[config.mk]
export PLATFORM = sky130hd
export DESIGN_NAME = seq_word_serializer
export DESIGN_NICKNAME = d
export VERILOG_FILES = /design/src/rtl/seq_pkg.sv /design/src/rtl/seq_word_serializer.sv
export SDC_FILE = /design/constraint.sdc
export NUM_CORES = 1
export LEC_CHECK = 0
export ABC_AREA = 1
export CAP_MARGIN = 20
export CORE_MARGIN = 2
export CORE_UTILIZATION = 46
export CTS_CLUSTER_DIAMETER = 60
export CTS_CLUSTER_SIZE = 12
export DETAILED_ROUTE_END_ITERATION = 12
export PLACE_DENSITY = 0.83
export SKIP_CTS_REPAIR_TIMING = 1
export SYNTH_ARGS = -nofsm -noshare
export SYNTH_HDL_FRONTEND = slang
export SYNTH_SLANG_ARGS = --single-unit
[constraint.sdc]
create_clock -name clock -period 1.98 [get_ports clock]
set_input_delay 0.594 -clock clock [delete_from_list [all_inputs] [get_ports clock]]
set_output_delay 0.594 -clock clock [all_outputs]
set_load 0.01 [all_outputs]
[src/rtl/seq_pkg.sv]
// Shared types and defaults for the 0110 detector front end.
// The PARITY state is only reachable when SEQ_SERIALIZER_PARITY_EN is defined.
package seq_pkg;

    localparam int SEQ_WORD_WIDTH = 8;
    localparam bit SEQ_IDLE_BIT   = 1'b1;

    typedef enum logic [1:0] {
        IDLE   = 2'd0,
        SHIFT  = 2'd1,
        PARITY = 2'd2
    } seq_state_e;

endpackage

[src/rtl/seq_word_serializer.sv]
// Word-to-bit serializer feeding the detector's x input, gapless across words.
// Optional trailing even-parity bit: define SEQ_SERIALIZER_PARITY_EN.
module seq_word_serializer
    import seq_pkg::*;
#(
    parameter int WIDTH     = SEQ_WORD_WIDTH,
    parameter bit MSB_FIRST = 1'b1,
    parameter bit IDLE_BIT  = SEQ_IDLE_BIT
) (
    input  logic             clock,
    input  logic             reset,
    input  logic [WIDTH-1:0] load_data,
    input  logic             load_valid,
    output logic             load_ready,
    output logic             x_out,
    output logic             bit_valid,
    output logic             last_bit,
    output logic             busy
);

    localparam int CW = (WIDTH > 1) ? $clog2(WIDTH) : 1;
    localparam logic [CW-1:0] LAST = CW'(WIDTH - 1);
    localparam logic [CW-1:0] PENULT = CW'(WIDTH - 2);

    seq_state_e       state_q, state_d;
    logic [WIDTH-1:0] sreg_q, sreg_d;
    logic [CW-1:0]    cnt_q, cnt_d;
    logic             x_q, x_d;
    logic             bv_q, bv_d;
    logic             lb_q, lb_d;
    logic             accept;
    logic             first_bit, next_bit;
    logic [WIDTH-1:0] load_rest, shift_rest;
`ifdef SEQ_SERIALIZER_PARITY_EN
    logic             par_q, par_d;
`endif

    // x_out holds the current bit; sreg holds the bits still to come.
    always_comb begin
        if (MSB_FIRST) begin
            first_bit  = load_data[WIDTH-1];
            load_rest  = load_data << 1;
            next_bit   = sreg_q[WIDTH-1];
            shift_rest = sreg_q << 1;
        end else begin
            first_bit  = load_data[0];
            load_rest  = load_data >> 1;
            next_bit   = sreg_q[0];
            shift_rest = sreg_q >> 1;
        end
    end

`ifdef SEQ_SERIALIZER_PARITY_EN
    assign load_ready = (state_q == IDLE) || (state_q == PARITY);
`else
    assign load_ready = (state_q == IDLE) ||
                        ((state_q == SHIFT) && (cnt_q == LAST));
`endif
    assign accept = load_valid && load_ready;

    always_comb begin
        state_d = state_q;
        sreg_d  = sreg_q;
        cnt_d   = cnt_q;
        x_d     = IDLE_BIT;
        bv_d    = 1'b0;
        lb_d    = 1'b0;
`ifdef SEQ_SERIALIZER_PARITY_EN
        par_d   = par_q;
`endif
        if (accept) begin
            state_d = SHIFT;
            sreg_d  = load_rest;
            cnt_d   = '0;
            x_d     = first_bit;
            bv_d    = 1'b1;
`ifdef SEQ_SERIALIZER_PARITY_EN
            par_d   = ^load_data;
`endif
        end else begin
            unique case (state_q)
                IDLE: state_d = IDLE;
                SHIFT: begin
                    if (cnt_q != LAST) begin
                        cnt_d  = cnt_q + 1'b1;
                        sreg_d = shift_rest;
                        x_d    = next_bit;
                        bv_d   = 1'b1;
`ifndef SEQ_SERIALIZER_PARITY_EN
                        lb_d   = (cnt_q == PENULT);
`endif
                    end else begin
`ifdef SEQ_SERIALIZER_PARITY_EN
                        state_d = PARITY;
                        x_d     = par_q;
                        bv_d    = 1'b1;
                        lb_d    = 1'b1;
`else
                        state_d = IDLE;
`endif
                    end
                end
                default: state_d = IDLE;
            endcase
        end
    end

    always_ff @(posedge clock or posedge reset) begin
        if (reset) begin
            state_q <= IDLE;
            sreg_q  <= '0;
            cnt_q   <= '0;
            x_q     <= IDLE_BIT;
            bv_q    <= 1'b0;
            lb_q    <= 1'b0;
`ifdef SEQ_SERIALIZER_PARITY_EN
            par_q   <= 1'b0;
`endif
        end else begin
            state_q <= state_d;
            sreg_q  <= sreg_d;
            cnt_q   <= cnt_d;
            x_q     <= x_d;
            bv_q    <= bv_d;
            lb_q    <= lb_d;
`ifdef SEQ_SERIALIZER_PARITY_EN
            par_q   <= par_d;
`endif
        end
    end

    assign x_out     = x_q;
    assign bit_valid = bv_q;
    assign last_bit  = lb_q;
    assign busy      = (state_q != IDLE);

endmodule

## Word-level counts from Yosys, hierarchy flattened

Cells that the tools add are included.

| storage, ports and cells | value |
|---|---|
| flip-flop bits (word level) | 16 |
| input bits | 11 |
| output and inout port bits | 5 |
| word-level logic and storage cells | 38 |

| operators by class | value |
|---|---|
| add/subtract/negate cells | 1 |
| eq/ne operators | 5 |
| multiplexer cells | 18 |
| reductions and logical operators | 8 |

Operators by type and width:

| kind | number |
|---|---|
| $mux 8 | 3 |
| $mux 1 | 9 |
| $mux 3 | 3 |
| $eq 3x3->1 const B | 2 |
| $mux 2 | 3 |
| $ne 3x3->1 const B | 2 |
| $reduce_bool 2->1 | 3 |
| $add 3x1->3 const B | 1 |
| $eq 2x1->1 const B | 1 |
| $logic_and 1x1->1 | 2 |
| $logic_not 2->1 | 1 |
| $reduce_and 2->1 | 1 |
| $logic_or 1x1->1 | 1 |

## Logic depth before layout (Yosys ltp)

| logic depth | value |
|---|---|
| depth in word-level cells | 6 |
| gate-level depth with buffers | 7 |
| mapped depth without buffers | 7 |

## Least setup slack after synthesis

OpenSTA, ideal clock, no wires.

| timing path | value |
|---|---|
| path kind | flip-flop to output port |
| start | reg cnt_q[1] |
| end | out load_ready |
| arrival | 1.043 ns |
| required time | 1.386 ns |
| setup slack | 0.343 ns |
| stages on the path, launching flop included | 6 |
| buffers on the path | 1 |
| path through | dfrtp_1 ha_1 ha_1 inv_2 nand2_4 buf_6 |

| on the way | value |
|---|---|
| longest elaborated chain between the ends | 3 |

Ends and longest elaborated chain:

| element | line | RTL |
|---|---|---|
| start: declaration | seq_word_serializer.sv:27 | `logic [CW-1:0] cnt_q, cnt_d;` |
| start signal: assignment | seq_word_serializer.sv:122 | `cnt_q <= cnt_d;` |
| $eq 3x3->1 | seq_word_serializer.sv:57 | `((state_q == SHIFT) && (cnt_q == LAST));` |
| $logic_and 1x1->1 | seq_word_serializer.sv:57 |  |
| $logic_or 1x1->1 | seq_word_serializer.sv:56 | `assign load_ready = (state_q == IDLE) \|\|` |
| end: declaration | seq_word_serializer.sv:14 | `output logic load_ready,` |

No other way between the ends.

## Worst setup path in the final report

| timing path | value |
|---|---|
| start | reg x_q (netlist: x_out) |
| end | out x_out |

RTL lines:

| element | line | RTL |
|---|---|---|
| start: declaration | seq_word_serializer.sv:28 | `logic x_q, x_d;` |
| start signal: assignment | seq_word_serializer.sv:113 | `x_q <= IDLE_BIT;` |
| start signal: assignment | seq_word_serializer.sv:123 | `x_q <= x_d;` |
| end: declaration | seq_word_serializer.sv:15 | `output logic x_out,` |

No word-level cell between the ends.

==> metrics.md <==
| Metric | Value |
|---|---|
| Peak supply drop | 704 µV |
| Boundary Pins | 16 |
| P_leak | 0.410 nW |
| Count of standard-cell rows | 13 |
| Worst setup slack for register-to-register paths | 0.61 ns |
| Total congestion overflow | 0 |
| Endpoint of the worst setup timing path | x_out |
| Setup crit start | x_out |
| Starting DRT DRC Count | 8 |
| Number of optimization iterations in the first detailed-route pass | 4 |
| Per-cell via count in the routed design | 4.99 |
| Final HPWL from detailed placement | 845 µm |
| Max-capacitance violation count | 0 |
| Overall Global Routing Usage | 0.162 |
| DRC violations left | 0 |
| Final Hold Fails | 0 |
| Clock input transition at the sequential cells of the worst setup and hold paths | 0.09 ns |
| Starting Density | 0.500 |
| Final clock period utilization by the worst path | 0.970 |
| Worst r2r src | cnt_q[0] |
| Die W | 41.9 µm |
| Measured slew at the worst slew-check pin | 0.536 ns |
| Htree depth | 1 |
| Area growth from synthesis to final layout | 30.9% |
| Cell family with most CP delay | flip-flops |
| Clock insertion delay at the later pin of the skew report | 0.28 ns |
| Kind of path behind the tightest hold check | reg -> reg |
| Share of the core filled with cells in the final layout | 0.655 |
| Synthesized netlist net count | 84 |
| Cell count along the critical path | 1 |
| Fmax | 520 MHz |
| Share of layout cells above drive strength 1 | 0.191 |
| Unrepaired setup endpoints after global routing | no |
| Sequential share of the synthesized area | 0.533 |
| Sort of element at the start of the critical path | flop |
| Number of failing setup endpoints in the final timing report | 0 |
| Reg-to-reg endpoint | cnt_q[0] |
| Number of I/O port buffers | 15 |
| Root Buffer | sky130_fd_sc_hd__clkbuf_4 |
| Height of the chip | 41.9 µm |
| Area used by sequential logic in the layout | 352 µm² |
| Setup CP Type | reg -> out |
| Clock Sink Count | 14 |
| Die ar. | 1750 µm² |
| Crit path required time | 1.39 ns |
| Number of antenna cells inserted | 0 |
| Number of CTS-inserted buffers | 3 |
| Final Slew Violations | 0 |
| Area of the multi-input gates | 263 µm² |
| Clock tree from TritonCTS | yes |
| Crit path max fanout | 1 |
| Final worst path period need | 1.92 ns |
| Routed WL | 1230 µm |
| Number of flip-flops and latches in the synthesized netlist | 14 |
| Number of instances in the synthesized netlist | 70 |
| Drt wl/cell | 11.8 µm |
| Slowest cell on crit path | sky130_fd_sc_hd__dfstp_2 |
| Power density over cell area | 1340 nW/µm² |
| Sum of internal, switching and leakage power | 0.00116 W |
| R2r worst-path depth | 7 |
| Syn avg cell area | 9.42 µm² |
| Cell variety after synth | 14 |
| Crit path buf inv count | 1 |
| Antenna violations before repair | 0 |
| YS warnings | 0 |
| Via total after detailed routing | 519 |
| Clock Skews | 0.00357 ns |
| Cells along the critical path | clkdlybuf4s50_1 |
| Fill cell count | 111 |
| Crit path DAT | 1.33 ns |
| Worst-case clock buffer depth | 2 |
| Worst setup EP type | output port |
| Global-route wire length before repair | 2100 µm |
| Post-synthesis instance area | 659 µm² |
| Number of global-route vias before repair | 480 |
| Fin nets | 104 |
| Core Region | 1320 µm² |
| Relative slew slack | 0.643 |
| Final weighted congestion of routability-driven global placement | 0.701 |
| Delay of the slowest cell on the worst path | 0.53 ns |
| Remaining antenna violation count | 0 |
| Result of the run | completed |
| Pin count of the biggest net entering global routing | 23 |
[cell usage in the layout (no fill, tap or decap)]
| master | instances |
|---|---|
| sky130_fd_sc_hd__inv_2 | 3 |
| sky130_fd_sc_hd__o21ai_1 | 1 |
| sky130_fd_sc_hd__clkbuf_4 | 3 |
| sky130_fd_sc_hd__inv_1 | 2 |
| sky130_fd_sc_hd__clkdlybuf4s50_1 | 14 |
| sky130_fd_sc_hd__nand3_1 | 22 |
| sky130_fd_sc_hd__nor2_1 | 4 |
| sky130_fd_sc_hd__clkbuf_2 | 1 |
| sky130_fd_sc_hd__ha_1 | 1 |
| sky130_fd_sc_hd__nand2_1 | 14 |
| sky130_fd_sc_hd__nor2_4 | 1 |
| sky130_fd_sc_hd__nand2_4 | 1 |
| sky130_fd_sc_hd__ha_2 | 1 |
| sky130_fd_sc_hd__dfrtp_1 | 13 |
| sky130_fd_sc_hd__o21ai_0 | 1 |
| sky130_fd_sc_hd__dfstp_2 | 1 |
| sky130_fd_sc_hd__ha_4 | 1 |
| sky130_fd_sc_hd__clkbuf_8 | 1 |
| sky130_fd_sc_hd__buf_4 | 4 |
[synthesized netlist by cell type (all sizes together)]
master,n,area share
dfrtp,13,0.49
nor2,5,0.040
nand3,22,0.17
ha,3,0.057
dfstp,1,0.040
nand2,15,0.097
inv,5,0.028
o21ai,2,0.015
buf,4,0.063
[area by class of cell]
cell class | instances | area share
inverter | 5 | 0.0217
multi-input combinational | 47 | 0.304
sequential | 14 | 0.407
clock buffer | 4 | 0.0420
tap | 15 | 0.0217
timing repair buffer | 19 | 0.203
[power by group]
group          total, W  switching [W]  internal (W)
Combinational  0.000488       0.000254      0.000235
Sequential     0.000465      0.0000633      0.000402
Clock          0.000205      0.0000933      0.000112
[logic make-up after synthesis]
kind of cell    Yosys count  synth area share
compound gates            2            0.0152
fa+ha+maj                 3            0.0569
buf+inv                   9            0.0911
flops                    14             0.533
simple gates             42             0.304
[stage by stage]
stage,TNS (ns),worst slack (ns),instance area (µm²),hold WS [ns],std cells
2_1_floorplan,0,0.343,659,0.466,70
3_3_place_gp,0,0.0185,810,0.478,99
3_5_place_dp,-0.00287,-0.00287,810,0.485,99
4_1_cts,-0.324,-0.324,846,0.506,103
5_1_grt,0,0.0102,863,0.529,104
6_report,0,0.0587,863,0.504,104
[flip-flops by register name, indices dropped and copies added (netlist names)]
name and cells:
bit_valid 1, cnt_q 3, last_bit 1, sreg_q 7, state_q 1, x_out 1
[layer usage]
layer	vias up	wire length, µm	part of all wire	track usage
li1	268	-	-	-
met1	237	534	0.43	0.183
met2	12	617	0.50	0.256
met3	2	62	0.050	0.0609
met4	0	15	0.012	0.0968
met5	-	0	0	0
[worst min-delay path by stage]
stage / startpoint / end / slack (ns) / depth (start not counted)
2_1_floorplan: sreg_q[1] / sreg_q[2] / 0.47 / 2
3_3_place_gp: sreg_q[1] / sreg_q[2] / 0.48 / 2
3_5_place_dp: sreg_q[4] / sreg_q[5] / 0.49 / 2
4_1_cts: sreg_q[4] / sreg_q[5] / 0.51 / 2
5_1_grt: sreg_q[3] / sreg_q[4] / 0.53 / 2
6_report: sreg_q[5] / sreg_q[6] / 0.50 / 2
Note: power is estimated with default switching activity, not from simulation.
